==> src/rtl/demux2_buf.sv <==
// Receive side of the 2:1 select path: routes a tagged input stream into two
// independent first-word-fall-through FIFOs, channel X (sel=0) and channel Y (sel=1).
module demux2_buf #(
  parameter int unsigned WIDTH = 5,
  parameter int unsigned DEPTH = 2
) (
  input  logic                     clk,
  input  logic                     rst,
  input  logic [WIDTH-1:0]         in_data,
  input  logic                     in_sel,
  input  logic                     in_valid,
  output logic                     in_ready,
  output logic [WIDTH-1:0]         x_data,
  output logic                     x_valid,
  input  logic                     x_ready,
  output logic [WIDTH-1:0]         y_data,
  output logic                     y_valid,
  input  logic                     y_ready,
  output logic [$clog2(DEPTH):0]   x_count,
  output logic [$clog2(DEPTH):0]   y_count
);

  localparam int unsigned AW = $clog2(DEPTH);
  localparam int unsigned CW = AW + 1;
  localparam logic [CW-1:0] FullCnt = CW'(DEPTH);

  logic [WIDTH-1:0] r_x_mem [DEPTH];
  logic [WIDTH-1:0] r_y_mem [DEPTH];
  logic [AW-1:0]    r_x_wr, r_x_rd, r_y_wr, r_y_rd;
  logic [CW-1:0]    r_x_cnt, r_y_cnt;
  logic             r_x_valid, r_y_valid;

  logic             w_x_full, w_y_full;
  logic             w_x_push, w_y_push, w_x_pop, w_y_pop;
  logic [CW-1:0]    w_x_cnt_d, w_y_cnt_d;

  // Full is judged on the registered count only, so a same-cycle pop never frees a slot.
  always_comb begin
    w_x_full = (r_x_cnt == FullCnt);
    w_y_full = (r_y_cnt == FullCnt);
    in_ready = in_sel ? !w_y_full : !w_x_full;
    w_x_push = in_valid && !in_sel && !w_x_full;
    w_y_push = in_valid && in_sel && !w_y_full;
    w_x_pop  = r_x_valid && x_ready;
    w_y_pop  = r_y_valid && y_ready;

    w_x_cnt_d = r_x_cnt;
    if (w_x_push && !w_x_pop) begin
      w_x_cnt_d = r_x_cnt + CW'(1);
    end else if (!w_x_push && w_x_pop) begin
      w_x_cnt_d = r_x_cnt - CW'(1);
    end

    w_y_cnt_d = r_y_cnt;
    if (w_y_push && !w_y_pop) begin
      w_y_cnt_d = r_y_cnt + CW'(1);
    end else if (!w_y_push && w_y_pop) begin
      w_y_cnt_d = r_y_cnt - CW'(1);
    end
  end

  always_ff @(posedge clk or posedge rst) begin
    if (rst) begin
      for (int unsigned i = 0; i < DEPTH; i++) begin
        r_x_mem[i] <= '0;
        r_y_mem[i] <= '0;
      end
      r_x_wr    <= '0;
      r_x_rd    <= '0;
      r_y_wr    <= '0;
      r_y_rd    <= '0;
      r_x_cnt   <= '0;
      r_y_cnt   <= '0;
      r_x_valid <= 1'b0;
      r_y_valid <= 1'b0;
    end else begin
      if (w_x_push) begin
        r_x_mem[r_x_wr] <= in_data;
        r_x_wr          <= r_x_wr + AW'(1);
      end
      if (w_x_pop) begin
        r_x_rd <= r_x_rd + AW'(1);
      end
      if (w_y_push) begin
        r_y_mem[r_y_wr] <= in_data;
        r_y_wr          <= r_y_wr + AW'(1);
      end
      if (w_y_pop) begin
        r_y_rd <= r_y_rd + AW'(1);
      end
      r_x_cnt   <= w_x_cnt_d;
      r_y_cnt   <= w_y_cnt_d;
      r_x_valid <= (w_x_cnt_d != '0);
      r_y_valid <= (w_y_cnt_d != '0);
    end
  end

  assign x_data  = r_x_mem[r_x_rd];
  assign y_data  = r_y_mem[r_y_rd];
  assign x_valid = r_x_valid;
  assign y_valid = r_y_valid;
  assign x_count = r_x_cnt;
  assign y_count = r_y_cnt;

endmodule

==> config.mk <==
export PLATFORM = sky130hd
export DESIGN_NAME = demux2_buf
export DESIGN_NICKNAME = d
export VERILOG_FILES = /design/src/rtl/demux2_buf.sv
export SDC_FILE = /design/constraint.sdc
export NUM_CORES = 1
export LEC_CHECK = 0
export BUFFER_PORTS_ARGS = -buffer_cell sky130_fd_sc_hd__buf_4
export CORE_MARGIN = 4
export CORE_UTILIZATION = 53
export DETAILED_ROUTE_END_ITERATION = 12
export HOLD_SLACK_MARGIN = 0.1
export PLACE_DENSITY = 0.86
export SETUP_SLACK_MARGIN = 0.05
export SLEW_MARGIN = 0
export SYNTH_ARGS = -nofsm -noshare
export SYNTH_HDL_FRONTEND = slang
export SYNTH_SLANG_ARGS = --single-unit
==> constraint.sdc <==
create_clock -name clk -period 2.4 [get_ports clk]
set_clock_uncertainty 0.15 [all_clocks]
set_input_delay 0 -clock clk [delete_from_list [all_inputs] [get_ports clk]]
set_output_delay 0 -clock clk [all_outputs]
set_load 0.005 [all_outputs]
# --- Word-level counts from Yosys, hierarchy flattened ---
# Index checks and enable logic that the tools add are counted.
classes:
  muxes: 17
  n_reduce_logical: 21
  n_lt_le_gt_ge: 6
  add_sub_neg: 8
  eq_ne: 2
  bitwise: 4
op_table:
  columns: ["op", "count"]
  rows:
  - ["two-way mux 5 bit", 8]
  - ["bitwise mux 10 bit", 2]
  - ["logical AND 1 bit", 12]
  - ["demux 5 bit (select 1 bit)", 2]
  - ["greater-or-equal comparator 2 bit, second input constant", 4]
  - ["two-way mux 2 bit", 4]
  - ["inverter 1 -> 2 bit", 4]
  - ["zero test 1 bit", 7]
  - ["adder 1 bit, second input constant", 4]
  - ["adder 2 x 1 -> 2 bit, second input constant", 2]
  - ["equality test 2 bit, second input constant", 2]
  - ["< comparator 2 x 1 -> 1 bit, second input constant", 2]
  - ["nonzero test 2 bit", 2]
  - ["subtractor 2 x 1 -> 2 bit, second input constant", 2]
  - ["two-way mux 1 bit", 1]
word_totals:
  reg_bits: 30
  elab_cells: 70
  inputBits: 11

# --- Depth between registers and ports, before layout ---
logic_depth:
  ltp_word: 8
  mapped_depth: 6
  depth_no_buf: 5

# --- Worst setup path before layout ---
# No wires, ideal clock.
synth_timing:
  kind: "register to register"
  start: "register r_x_cnt[0], in the netlist x_count[0]"
  end: "register r_x_mem[0] (netlist bit)"
  setup_ns: 0.125
  arrival_time_ns: 1.630
  setup_slack_ns: 0.494
  path_buffers: 1
  stages_incl_launch_ff: 7
  period_less_slack_ns: 1.906
  cell_sequence: "dfrtp_1 > inv_1 > ha_1 > nor3b_4 > and2_0 > buf_6 > mux2_4"
synth_between:
  elab_chain_len: 3
synth_rtl:
  columns: ["item", "line_no", "text"]
  rows:
  - ["start: declaration", "30", "logic [CW-1:0] r_x_cnt, r_y_cnt;"]
  - ["start signal: assignment", "91", "r_x_cnt <= w_x_cnt_d;"]
  - ["equality test 2 bit", "39", "w_x_full = (r_x_cnt == FullCnt);"]
  - ["zero test 1 bit", "42", "w_x_push = in_valid && !in_sel && !w_x_full;"]
  - ["logical AND 1 bit", "42", null]
  - ["end signal: indexed assignment", "78", "r_x_mem[r_x_wr] <= in_data;"]
  - ["end: declaration", "27", "logic [WIDTH-1:0] r_x_mem [DEPTH];"]
# Every way passes these cells.
# A chain may end at the register's enable or synchronous reset.

# --- Worst setup path in the final report ---
layout_timing:
  start: "register r_x_cnt[0], in the netlist x_count[0]"
  end: "register r_x_mem[1] (netlist bit)"
# The elaborated chain is that of the path after synthesis.

==> impl_metrics.yaml <==
timing:
  hold_slack_ns: 0.1726
  setup-tns-final_ns: 0
  min_period_ns: 2.022
  max_slew_margin_pct: 68.82
  min_period_over_period_pct: 84.27
  rsz0062_at_grt: "false"
  finalHoldViolCount: 0
  setup_violations: 0
  fmax_ghz: 0.4945
  slew_viol_final: 0
  tightest_slew_ns: 0.4674
floorplanning:
  die_h_um: 59.79
  die_w_um: 59.79
  core_region_area_mm2: 0.002522
  fp.dieArea_mm2: 0.003574
  rows: 18
  initial_utilization_pct: 56.35
  ios: 28
clocking:
  cts_buffers: 5
  cts_num_sinks: 30
  clkTransAtPathRegs_ns: 0.09
  cts_setup_buffers: 0
  hold_buffers: 11
  clk_latency_ns: 0.33
  cts_resized: 0
  root_buffer: "clkbuf_4"
  clk_path_buf_depth: 2
  cts_tree: "built"
  h-tree-depth: 2
yosys:
  ys_types: 28
  ys_async_sr_fraction_pct: 100.0
  ys_top_cells_by_area: "dfrtp_1 (53%), mux2_2 (20%), mux2_4 (5.3%)"
  syn_area_mm2: 0.001421
  yosysMostFrequentCell: "dfrtp_1"
  synth_top_area_share_pct: 52.82
  synth_common_cells: "dfrtp_1 (30), mux2_2 (25), nor2_1 (6), xnor2_1 (6), mux2_4 (5)"
  ys_warn_count: 0
  synth_ff_type: "dfrtp_1"
  avgSynthCellArea_um2: 13.54
  syn_nets: 118
  ys_ff_latch: 30
  synth_edf_count: 0
  yosys.area.top_type: "dfrtp_1"
  ys_seq_area_share_pct: 52.82
  synthCells: 105
power_and_ir_drop:
  p_seq_share_pct: 41.8
  power_density_mw_per_mm2: 1275
  p_leak_nw: 0.8234
  p_int_w: 0.001568
  swShare_pct: 32.16
  ir_drop_v: 0.0007748
  clkPwrFrac_pct: 11.7
  pwr-share-comb_pct: 46.6
  p_switching_w: 0.0007433
global_route:
  grt_pass1_wl_um: 4836
  grt_pass1_vias: 1037
  antenna_found_initial: 0
  grt_overflow: 0
  grt_max_degree: 31
  grtUsageTotal_pct: 18.88
layout:
  synthToLayoutAreaGrowth_pct: 27.55
  finalNetCount: 162
  drive_gt1_share_pct: 44.30
  fin_cells: 179
  antenna-diode-count: 0
placement:
  dp.cells: 161
  io_buffer_count: 27
  hpwl_um: 1970
  place_congestion: 0.7538
setup_path:
  cp.arrival_ns: 2.08
  crit_path_end_kind: "flop"
  crit_fanout: 5
  crit_chain: "inv_1 -> ha_1 -> nor3b_4 -> and2_0 -> mux2_4"
  cp_num_buf_inv: 1
  path_class: "flop to flop"
  cp_top_family: "simple AND/OR/NAND/NOR gates"
  critPathLaunchType: "flop"
  worstPathRequired_ns: 2.46
  crit_path_max_incr_delay_ns: 0.44
  cpMaxStageDelayCell: "dfrtp_1"
outcome:
  status: "finished clean"
job:
  maxCapViolations: 0
routing:
  vias: 965
  drc_errors: 0
  vias_per_cell: 5.391
  drtAntennaViolNets: 0
  drtPass1Iterations: 4
  wl_per_cell_um: 15.69
  drtIter0Drc: 13
  wirelength_um: 2809
worst_hold_path:
  hold_path_class: "input port to async pin"
area by class of cell:
cell class / count / area [um2]
Multi-Input combinational cell: 69 / 640.6
Timing Repair Buffer: 40 / 327.8
Fill cell: 173 / 709.4
Tap cell: 30 / 37.54
Clock buffer: 7 / 45.04
Inverter: 3 / 11.26
Sequential cell: 30 / 750.7
worst min-delay path, cell delays in order:
cell and delay [ns]:
dlygate4sd3_1 0.54, buf_4 0.14, inv_1 0.05, buf_4 0.33
per-stage QoR:
step                utilization, %  power (W)  setup slack, ns  instance area (um2)
global route                 71.88   0.002501           0.2372                 1813
global placement             65.72   0.001981           0.4547                 1658
CTS                          71.88   0.002336           0.3478                 1813
finish                       71.88   0.002311           0.3776                 1813
detailed placement           65.72   0.002036           0.3567                 1658
floorplan                        -   0.001610           0.4944                 1421
registers in the layout, summed over array words and instances (netlist names):
register,count
r_x_mem,10
r_y_mem,10
x_count,2
y_count,2
r_x_rd,1
r_x_wr,1
r_y_rd,1
r_y_wr,1
x_valid,1
y_valid,1
power groups by stage:
stage | logic (W) | clock network, W | registers [W]
6_report | 0.00108 | 0.000269 | 0.000966
5_1_grt | 0.00118 | 0.000310 | 0.00101
4_1_cts | 0.00109 | 0.000283 | 0.000966
3_5_place_dp | 0.00106 | 0 | 0.000975
3_3_place_gp | 0.00103 | 0 | 0.000952
2_1_floorplan | 0.000717 | 0 | 0.000893
metal layers:
| layer | track usage [%] | up-vias | share of wire (%) |
|---|---|---|---|
| li1 | - | 460 | - |
| met1 | 21.97 | 472 | 43 |
| met2 | 31.48 | 27 | 49 |
| met3 | 6.695 | 6 | 6.3 |
| met4 | 7.595 | 0 | 1.6 |
| met5 | 0 | - | 0 |
logic make-up (layout without fill, tap and decap cells):
| family | after synthesis | count (layout) | share of synthesized area, % |
|---|---|---|---|
| muxes | 32 | 32 | 26.50 |
| DFF | 30 | 30 | 52.82 |
| and+or+nand+nor | 19 | 19 | 8.011 |
| AOI/OAI and AO/OA | 8 | 8 | 3.874 |
| xor gates and xnor gates | 8 | 8 | 4.930 |
| buffers and inverters | 6 | 50 | 2.113 |
| adders and majority gates | 2 | 2 | 1.760 |
cells in the final DEF, fill, tap and decap left out, types with 2 or more instances in the layout:
cell            n
buf_4          29
mux2_4          5
xnor2_1         6
mux2_2         25
ha_1            2
clkbuf_1        2
mux2i_1         2
dlygate4sd3_1  11
nor2_1          6
nand2_1         4
a21oi_1         2
dfrtp_1        30
xor2_1          2
clkbuf_4        5
inv_1           3
worst paths after layout:
path / from / to / slack (ns) / cells past startpoint
max: x_count[0] / r_x_mem[1] / 0.38 / 5
min: rst / y_count[1] / 0.17 / 4
max reg2reg: x_count[0] / r_x_mem[1] / 0.38 / 5
min reg2reg: r_x_wr / r_x_wr / 0.33 / 1
max in group asynchronous: rst / r_x_mem[9] / 1.64 / 4
min in group clk: r_x_wr / r_x_wr / 0.33 / 1
(Power assumes the default switching activity.)
